[src/rtl/lc2k_program_loader.sv]
// Boot loader: receives an LC2K image over a byte stream, writes it into instruction
// memory word by word, and releases cpu_hold only after the trailing checksum matches.
//
//   state  | meaning
//   IDLE   | waiting for start; stream not accepted
//   HDR_HI | expecting word-count MSB
//   HDR_LO | expecting word-count LSB
//   DATA   | assembling 4-byte words and writing them
//   CHK    | expecting the checksum byte
//   DONE   | one-cycle completion pulse
module lc2k_program_loader #(
    parameter int ADDR_WIDTH = 16
) (
    input  logic                  clk,
    input  logic                  rst_n,
    input  logic                  start,
    input  logic                  rx_valid,
    input  logic [7:0]            rx_data,
    output logic                  rx_ready,
    output logic                  imem_we,
    output logic [ADDR_WIDTH-1:0] imem_addr,
    output logic [31:0]           imem_wdata,
    output logic                  cpu_hold,
    output logic                  busy,
    output logic                  done,
    output logic                  err
);

    typedef enum logic [2:0] {
        S_IDLE,
        S_HDR_HI,
        S_HDR_LO,
        S_DATA,
        S_CHK,
        S_DONE
    } state_t;

    state_t                state_q, state_d;
    logic [7:0]            nh_q, nh_d;
    logic [15:0]           words_left_q, words_left_d;
    logic [1:0]            byte_cnt_q, byte_cnt_d;
    logic [ADDR_WIDTH-1:0] word_idx_q, word_idx_d;
    logic [7:0]            xor_q, xor_d;
    // Only the first three bytes need storing; the fourth goes straight to wdata.
    logic [23:0]           asm_q, asm_d;
    logic                  we_q, we_d;
    logic [ADDR_WIDTH-1:0] addr_q, addr_d;
    logic [31:0]           wdata_q, wdata_d;
    logic                  hold_q, hold_d;
    logic                  err_q, err_d;

    logic ready_w;
    logic fire;

    assign ready_w = (state_q == S_HDR_HI) || (state_q == S_HDR_LO) ||
                     (state_q == S_DATA)   || (state_q == S_CHK);
    assign fire    = rx_valid && ready_w;

    always_comb begin
        state_d      = state_q;
        nh_d         = nh_q;
        words_left_d = words_left_q;
        byte_cnt_d   = byte_cnt_q;
        word_idx_d   = word_idx_q;
        xor_d        = xor_q;
        asm_d        = asm_q;
        we_d         = 1'b0;
        addr_d       = addr_q;
        wdata_d      = wdata_q;
        hold_d       = hold_q;
        err_d        = err_q;

        case (state_q)
            S_IDLE: begin
                if (start) begin
                    state_d    = S_HDR_HI;
                    err_d      = 1'b0;
                    xor_d      = 8'h00;
                    byte_cnt_d = 2'd0;
                    word_idx_d = '0;
                    hold_d     = 1'b1;
                end
            end
            S_HDR_HI: begin
                if (fire) begin
                    nh_d    = rx_data;
                    xor_d   = xor_q ^ rx_data;
                    state_d = S_HDR_LO;
                end
            end
            S_HDR_LO: begin
                if (fire) begin
                    words_left_d = {nh_q, rx_data};
                    xor_d        = xor_q ^ rx_data;
                    state_d      = ({nh_q, rx_data} == 16'd0) ? S_CHK : S_DATA;
                end
            end
            S_DATA: begin
                if (fire) begin
                    xor_d      = xor_q ^ rx_data;
                    asm_d      = {asm_q[15:0], rx_data};
                    byte_cnt_d = byte_cnt_q + 2'd1;
                    if (byte_cnt_q == 2'd3) begin
                        we_d         = 1'b1;
                        addr_d       = word_idx_q;
                        wdata_d      = {asm_q, rx_data};
                        word_idx_d   = word_idx_q + ADDR_WIDTH'(1);
                        words_left_d = words_left_q - 16'd1;
                        // Termination uses the 16-bit count, so an oversized image still ends.
                        if (words_left_q == 16'd1) begin
                            state_d = S_CHK;
                        end
                    end
                end
            end
            S_CHK: begin
                if (fire) begin
                    err_d   = (rx_data != xor_q);
                    hold_d  = (rx_data != xor_q);
                    state_d = S_DONE;
                end
            end
            S_DONE: begin
                state_d = S_IDLE;
            end
            default: begin
                state_d = S_IDLE;
            end
        endcase
    end

    always_ff @(posedge clk) begin
        if (!rst_n) begin
            state_q      <= S_IDLE;
            nh_q         <= 8'h00;
            words_left_q <= 16'd0;
            byte_cnt_q   <= 2'd0;
            word_idx_q   <= '0;
            xor_q        <= 8'h00;
            asm_q        <= 24'h0;
            we_q         <= 1'b0;
            addr_q       <= '0;
            wdata_q      <= 32'h0;
            hold_q       <= 1'b1;
            err_q        <= 1'b0;
        end else begin
            state_q      <= state_d;
            nh_q         <= nh_d;
            words_left_q <= words_left_d;
            byte_cnt_q   <= byte_cnt_d;
            word_idx_q   <= word_idx_d;
            xor_q        <= xor_d;
            asm_q        <= asm_d;
            we_q         <= we_d;
            addr_q       <= addr_d;
            wdata_q      <= wdata_d;
            hold_q       <= hold_d;
            err_q        <= err_d;
        end
    end

    assign rx_ready   = ready_w;
    assign imem_we    = we_q;
    assign imem_addr  = addr_q;
    assign imem_wdata = wdata_q;
    assign cpu_hold   = hold_q;
    assign busy       = (state_q != S_IDLE);
    assign done       = (state_q == S_DONE);
    assign err        = err_q;

endmodule

[config.mk]
export PLATFORM = sky130hd
export DESIGN_NAME = lc2k_program_loader
export DESIGN_NICKNAME = d
export VERILOG_FILES = /design/src/rtl/lc2k_program_loader.sv
export SDC_FILE = /design/constraint.sdc
export NUM_CORES = 1
export LEC_CHECK = 0
export CAP_MARGIN = 20
export CORE_MARGIN = 2
export CORE_UTILIZATION = 56
export DETAILED_ROUTE_END_ITERATION = 7
export GPL_ROUTABILITY_DRIVEN = 0
export PLACE_DENSITY = 0.79
export SYNTH_ARGS = -nofsm -noshare
export SYNTH_HDL_FRONTEND = slang
export SYNTH_SLANG_ARGS = --single-unit
[constraint.sdc]
create_clock -name clk -period 2.75 [get_ports clk]
set_input_delay 0.825 -clock clk [delete_from_list [all_inputs] [get_ports clk]]
set_output_delay 0.825 -clock clk [all_outputs]
set_load 0.01 [all_outputs]
==> results.yml, run 1 <==
worst_setup_path:
  worstPathArrival_ns: 1.85
  path_cells: "nor2_2 -> xnor2_1 -> clkdlybuf4s50_1"
  end_kind: "output pin"
  crit_slowest_cell: "clkdlybuf4s50_1"
  crit_path_start: "state_q[1]$_SDFFE_PN0P_"
  required_ns: 1.93
  start_kind: "flop"
  r2r-start: "state_q[1]$_SDFFE_PN0P_"
  ff2ff_path_depth: 5
  worstSetupEndpoint: "rx_ready"
  criticalPathCategory: "flop to output pin"
  r2r-end: "words_left_q[14]$_SDFFE_PN0P_"
  worst-path-max-fanout: 6
  r2r_setup_slack_ns: 0.62
  max_stage_delay_ns: 0.56
global_route:
  grt_antenna_before_repair: 0
  grt_overflow: 0
  grt_pass1_wl_um: 24100
  grt_max_degree: 77
  gr-usage-all-layers: 0.274
  first_global_vias: 5049
synth:
  netlist_area_sq_um: 5570
  ys_seq_area_frac: 0.460
  avgSynthCellArea_sq_um: 7.84
  yosys.cell_types.count: 60
  synthFlopType: "dfxtp_1"
  synth_cells: 710
  synth.ff_latch_count: 128
  syn_nets: 726
  synth_edf_count: 0
  ys_async_sr_fraction: 0
  yosys_warnings: 0
routing:
  dr.pass1.iters: 5
  via_per_inst: 5.85
  drc: 0
  wl_per_cell_um: 15.4
  wirelength_um: 14200
  ant_nets: 0
  drt_iter0_drc: 404
  vias: 5383
timing:
  rsz0062_at_grt: "no"
  max_freq_mhz: 374
  max-slew-margin-rel: 0.513
  skew_ns: 0.00564
  hold-worst-slack_ns: 0.452
  hold_viol: 0
  maxSlewViolCount: 0
  fin_crit_ns: 2.67
  post-route-period-util: 0.972
  setup_tns_ns: 0
  finalSetupViolCount: 0
  worstMarginPinSlew_ns: 0.730
final_layout:
  drive_above_1_share: 0.0966
  area_growth_pct: 26.6
  diodes: 0
  final_common_cell: "nand2_1"
  multi_input_area_sq_um: 2740
  fin_util: 0.725
  design_area_sq_um: 7050
  ff_latch_area_sq_um: 2560
  final_cell_mix: "188 x nand2_1, 127 x dfxtp_1, 108 x a21oi_1"
  fillers: 763
  fin_nets: 790
clocking:
  clk-insertion-delay-late_ns: 0.53
  root_buffer: "clkbuf_8"
  tritoncts: "done"
  cts_sinks: 128
  path_clk_slew_ns: 0.06
  postCtsSetupBuffers: 0
  cts_made_buffers: 17
  cts_max_path_buffers: 2
  cts_htree_levels: 4
pwr:
  sequentialPowerShare: 0.412
  clkPwrFrac: 0.477
  p_int_w: 0.00348
  power_density_nw_per_um2: 665
  p_leak_nw: 2.40
  power_switching_w: 0.00120
  ir_drop_mv: 0.458
  switching_share: 0.256
  p_comb_frac: 0.111
die:
  die_x_um: 104
  row_count: 36
  io_pins: 66
  start_util: 0.572
  design.die.area_sq_um: 10800
  coreArea_sq_um: 9730
  die_h_um: 104
worst_hold_path:
  worstHoldPathType: "flop to flop"
  whs_path_depth: 2
status:
  status: "complete, no violations"
placed_design:
  place_area_sq_um: 6450
  port_buffers: 65
  hpwl_um: 9440
job:
  cap_violations: 0
## metal layers
layer,GRT usage,routed length [um],share of wire
met5,0,0,0
met4,0.108,354,0.025
met3,0.0673,1060,0.074
met2,0.441,6640,0.47
met1,0.355,6140,0.43
## sequential cells by signal (all words and copies together) (netlist names)
| signal | cells |
|---|---|
| imem_addr | 16 |
| asm_q | 24 |
| word_idx_q | 16 |
| cpu_hold | 1 |
| imem_wdata | 32 |
| byte_cnt_q | 2 |
| xor_q | 8 |
| nh_q | 8 |
| imem_we | 1 |
| state_q | 3 |
| err | 1 |
| words_left_q | 16 |
## area by class of cell
| class | count | share of cell area |
|---|---|---|
| Sequential cell | 128 | 0.364 |
| Timing Repair Buffer | 100 | 0.133 |
| Multi-Input combinational cell | 515 | 0.389 |
| Clock inverter | 10 | 0.0176 |
| Inverter | 12 | 0.00639 |
| Tap cell | 133 | 0.0236 |
| Clock buffer | 22 | 0.0671 |
## repair_timing
| item | CTS | global route |
|---|---|---|
| setup endpoints to repair | 2 | 0 |
| hold buffers | 0 | 0 |
| resized for setup | 3 | 0 |
## critical path, delay by kind of cell, from the launching register on
kind	cells	cell delay, ns
buf+inv	1	0.56
flops	1	0.32
simple gates	1	0.27
xor+xnor	1	0.17
## cell families after synthesis
logic type,after synthesis,synth area share
and+or+nand+nor,309,0.258
AOI/OAI and AO/OA,186,0.199
DFF,128,0.460
buffers and inverters,67,0.0483
xor gates and xnor gates,14,0.0220
adders and majority gates,4,0.00899
muxes,2,0.00360
## power by group through the flow
stage	Combinational (W)	Sequential, W	Clock, W
final	0.000518	0.00193	0.00224
after detailed placement	0.000499	0.00197	0
after CTS	0.000507	0.00193	0.00225
after global placement	0.000488	0.00197	0
after floorplan	0.000342	0.00196	0
after global routing	0.000563	0.00194	0.00233
## per-stage QoR
| step | cells | power, W | setup slack, ns |
|---|---|---|---|
| 6_report | 920 | 0.00469 | 0.0761 |
| 3_5_place_dp | 888 | 0.00247 | -0.00512 |
| 2_1_floorplan | 710 | 0.00230 | 0.474 |
| 4_1_cts | 920 | 0.00469 | 0.0668 |
| 5_1_grt | 920 | 0.00483 | 0.00674 |
| 3_3_place_gp | 888 | 0.00245 | 0.0407 |
## worst min-delay path by stage
stage                                start                          end  slack [ns]
2_1_floorplan  word_idx_q[15]$_SDFFE_PN0P_   imem_addr[15]$_SDFFE_PN0P_        0.43
3_3_place_gp    imem_addr[11]$_SDFFE_PN0P_   imem_addr[11]$_SDFFE_PN0P_        0.44
3_5_place_dp   imem_wdata[24]$_SDFFE_PN0P_  imem_wdata[24]$_SDFFE_PN0P_        0.45
4_1_cts        imem_wdata[24]$_SDFFE_PN0P_  imem_wdata[24]$_SDFFE_PN0P_        0.45
5_1_grt        imem_wdata[19]$_SDFFE_PN0P_  imem_wdata[19]$_SDFFE_PN0P_        0.47
6_report        imem_addr[14]$_SDFFE_PN0P_   imem_addr[14]$_SDFFE_PN0P_        0.45
## Yosys cell counts (2+ instances only)
cell type,count,share of area
or4_1,5,0.0067
ha_1,4,0.0090
xnor2_1,13,0.020
o31a_1,3,0.0047
nand4_1,12,0.013
or2_2,2,0.0022
clkbuf_1,49,0.033
o21ai_0,26,0.023
nand4b_1,4,0.0063
nor4_1,5,0.0056
a211oi_1,4,0.0054
o2111ai_1,2,0.0031
nand3b_1,10,0.013
and3_1,5,0.0056
inv_1,11,0.0074
and2_1,4,0.0045
or3_1,6,0.0067
mux2i_1,2,0.0036
o22ai_1,4,0.0045
o311ai_0,2,0.0031
nand3_1,10,0.0090
nor3_1,8,0.0072
o21a_1,3,0.0040
nand2b_1,3,0.0034
nand2_1,188,0.13
dfxtp_1,128,0.46
a21o_1,3,0.0040
buf_2,2,0.0018
nor2_1,32,0.022
o41ai_1,2,0.0031
a31oi_1,7,0.0079
nor4b_1,5,0.0079
and3b_1,2,0.0031
buf_6,2,0.0040
and4_1,2,0.0031
o211ai_1,6,0.0081
a32o_1,2,0.0036
a21oi_1,108,0.097
buf_1,2,0.0013
a2111o_1,2,0.0040
(Power assumes the default switching activity.)
==> inputs of run 2 (changes only) <==
--- a/config.mk
+++ b/config.mk
@@ -5,12 +5,14 @@
 export SDC_FILE = /design/constraint.sdc
 export NUM_CORES = 1
 export LEC_CHECK = 0
+export ABC_CLOCK_PERIOD_IN_PS = 2750
 export CAP_MARGIN = 20
 export CORE_MARGIN = 2
-export CORE_UTILIZATION = 56
+export CORE_UTILIZATION = 60
 export DETAILED_ROUTE_END_ITERATION = 7
+export DONT_BUFFER_PORTS = 1
 export GPL_ROUTABILITY_DRIVEN = 0
-export PLACE_DENSITY = 0.79
+export PLACE_DENSITY = 0.75
 export SYNTH_ARGS = -nofsm -noshare
 export SYNTH_HDL_FRONTEND = slang
 export SYNTH_SLANG_ARGS = --single-unit
==> results.yml, run 2 (synthesis results as in run 1) <==
worst_setup_path:
  r2r-start: "state_q[1]$_SDFFE_PN0P_"
  crit_path_start: "state_q[1]$_SDFFE_PN0P_"
  ff2ff_path_depth: 4
  cp.buffers_inverters: 0
  required_ns: 1.93
  worst-path-max-fanout: 18
  start_kind: "flop"
  r2r-end: "word_idx_q[8]$_SDFFE_PN0P_"
  worstPathArrival_ns: 1.81
  max_stage_delay_ns: 0.68
  end_kind: "output pin"
  criticalPathCategory: "flop to output pin"
  path_cells: "nor2_1 -> xnor2_1"
  critPathTopFamily: "flip-flops"
  crit_slowest_cell: "dfxtp_1"
  r2r_setup_slack_ns: 0.55
timing:
  maxSlewViolCount: 0
  skew_ns: 0.00802
  finalSetupViolCount: 0
  hold_viol: 0
  max-slew-margin-rel: 0.509
  layout_setup_ws_ns: 0.115
  hold-worst-slack_ns: 0.394
  worstMarginPinSlew_ns: 0.735
  setup_tns_ns: 0
  fin_crit_ns: 2.64
  post-route-period-util: 0.958
  rsz0062_at_grt: "no"
  max_freq_mhz: 379
final_layout:
  fin_nets: 702
  final_common_cell: "nand2_1"
  diodes: 0
  final_cell_mix: "187 x nand2_1, 127 x dfxtp_1, 108 x a21oi_1"
  largest_reg_flops: 32
  fillers: 741
  fin_util: 0.678
  drive_above_1_share: 0.0758
  area_growth_pct: 11.0
  fin_cells: 810
placed_design:
  pre_cts_ws_ns: 0.339
  hpwl_um: 8730
  dp_cells: 778
  port_buffers: 0
die:
  coreArea_sq_um: 9110
  row_count: 35
  start_util: 0.611
  io_pins: 66
  die_h_um: 100
  die_x_um: 100
  design.die.area_sq_um: 10100
routing:
  vias: 4991
  drt_iter0_drc: 290
  drc: 0
  ant_nets: 0
  dr.pass1.iters: 5
  wl_per_cell_um: 16.2
  wirelength_um: 13100
  via_per_inst: 6.16
global_route:
  grt_pass1_wl_um: 21600
  grt_use_met1: 0.363
  met2_usage: 0.403
  grt_max_degree: 69
  first_global_vias: 4434
  grt_antenna_before_repair: 0
  grt_overflow: 0
  grt.busiest_layer: "met2"
  gr-usage-all-layers: 0.268
  grtUsageMet3: 0.0850
clocking:
  cts_made_buffers: 17
  ctsHoldBuffers: 0
  clk-insertion-delay-late_ns: 0.52
  cts_sinks: 128
  cts_htree_levels: 4
  cts_max_path_buffers: 2
  tritoncts: "done"
  root_buffer: "clkbuf_8"
  path_clk_slew_ns: 0.06
job:
  cap_violations: 0
pwr:
  p_leak_nw: 2.05
  power_density_nw_per_um2: 740
  ir_drop_mv: 0.414
worst_hold_path:
  min_to: "cpu_hold$_SDFFE_PN1P_"
  worstHoldPathType: "input pin to flop"
  min_from: "rst_n"
  whs_path_depth: 1
status:
  status: "complete, no violations"
-- run 2: area by class of cell --
cell class                      instances  area, sq um  area share
Clock buffer                           18          418      0.0676
Multi-Input combinational cell        515         2740       0.443
Inverter                               12         45.0     0.00729
Sequential cell                       128         2560       0.415
Timing Repair Buffer                   12          103      0.0166
Tap cell                              111          139      0.0225
Clock inverter                         14          170      0.0275
-- run 2: per-stage QoR --
step | instance area (sq um) | total power, W
5_1_grt | 6180 | 0.00475
4_1_cts | 6180 | 0.00459
6_report | 6180 | 0.00457
3_3_place_gp | 5590 | 0.00236
2_1_floorplan | 5570 | 0.00230
3_5_place_dp | 5590 | 0.00237
-- run 2: how the worst max path moves through the flow --
stage / to / slack, ns / cells past startpoint
final: rx_ready / 0.11 / 2
after global routing: rx_ready / 0.005 / 2
after CTS: rx_ready / 0.12 / 2
after detailed placement: word_idx_q[12]$_SDFFE_PN0P_ / 0.34 / 4
after global placement: word_idx_q[10]$_SDFFE_PN0P_ / 0.37 / 4
after floorplan: word_idx_q[10]$_SDFFE_PN0P_ / 0.47 / 5
-- run 2: repair_timing --
| action | CTS | global route |
|---|---|---|
| buffers inserted | 0 | 0 |
| resized for setup | 1 | 0 |
| hold endpoints to repair | 0 | 0 |
| setup endpoints to repair | 1 | 0 |
-- run 2: where the power goes --
group | switching [W] | leakage (nW) | internal [W] | total, W
registers | 0.0000637 | 1.03 | 0.00189 | 0.00196
logic | 0.000257 | 0.732 | 0.000134 | 0.000391
clock network | 0.000900 | 0.284 | 0.00133 | 0.00223
-- run 2: per-layer routing --
metal | vias to the layer above | share of wire | routed length, um
li1 | 2434 | - | -
met4 | 0 | 0.014 | 187
met1 | 2347 | 0.45 | 5860
met3 | 19 | 0.078 | 1020
met5 | - | 0 | 0
met2 | 191 | 0.46 | 6050
==> inputs of run 3 (changes only) <==
--- a/config.mk
+++ b/config.mk
@@ -9,6 +9,7 @@
 export CAP_MARGIN = 20
 export CORE_MARGIN = 2
 export CORE_UTILIZATION = 60
+export CTS_CLUSTER_SIZE = 14
 export DETAILED_ROUTE_END_ITERATION = 7
 export DONT_BUFFER_PORTS = 1
 export GPL_ROUTABILITY_DRIVEN = 0
==> results of run 3 <==
Same layout as run 2: the final DEF is identical, and so are final timing and power.
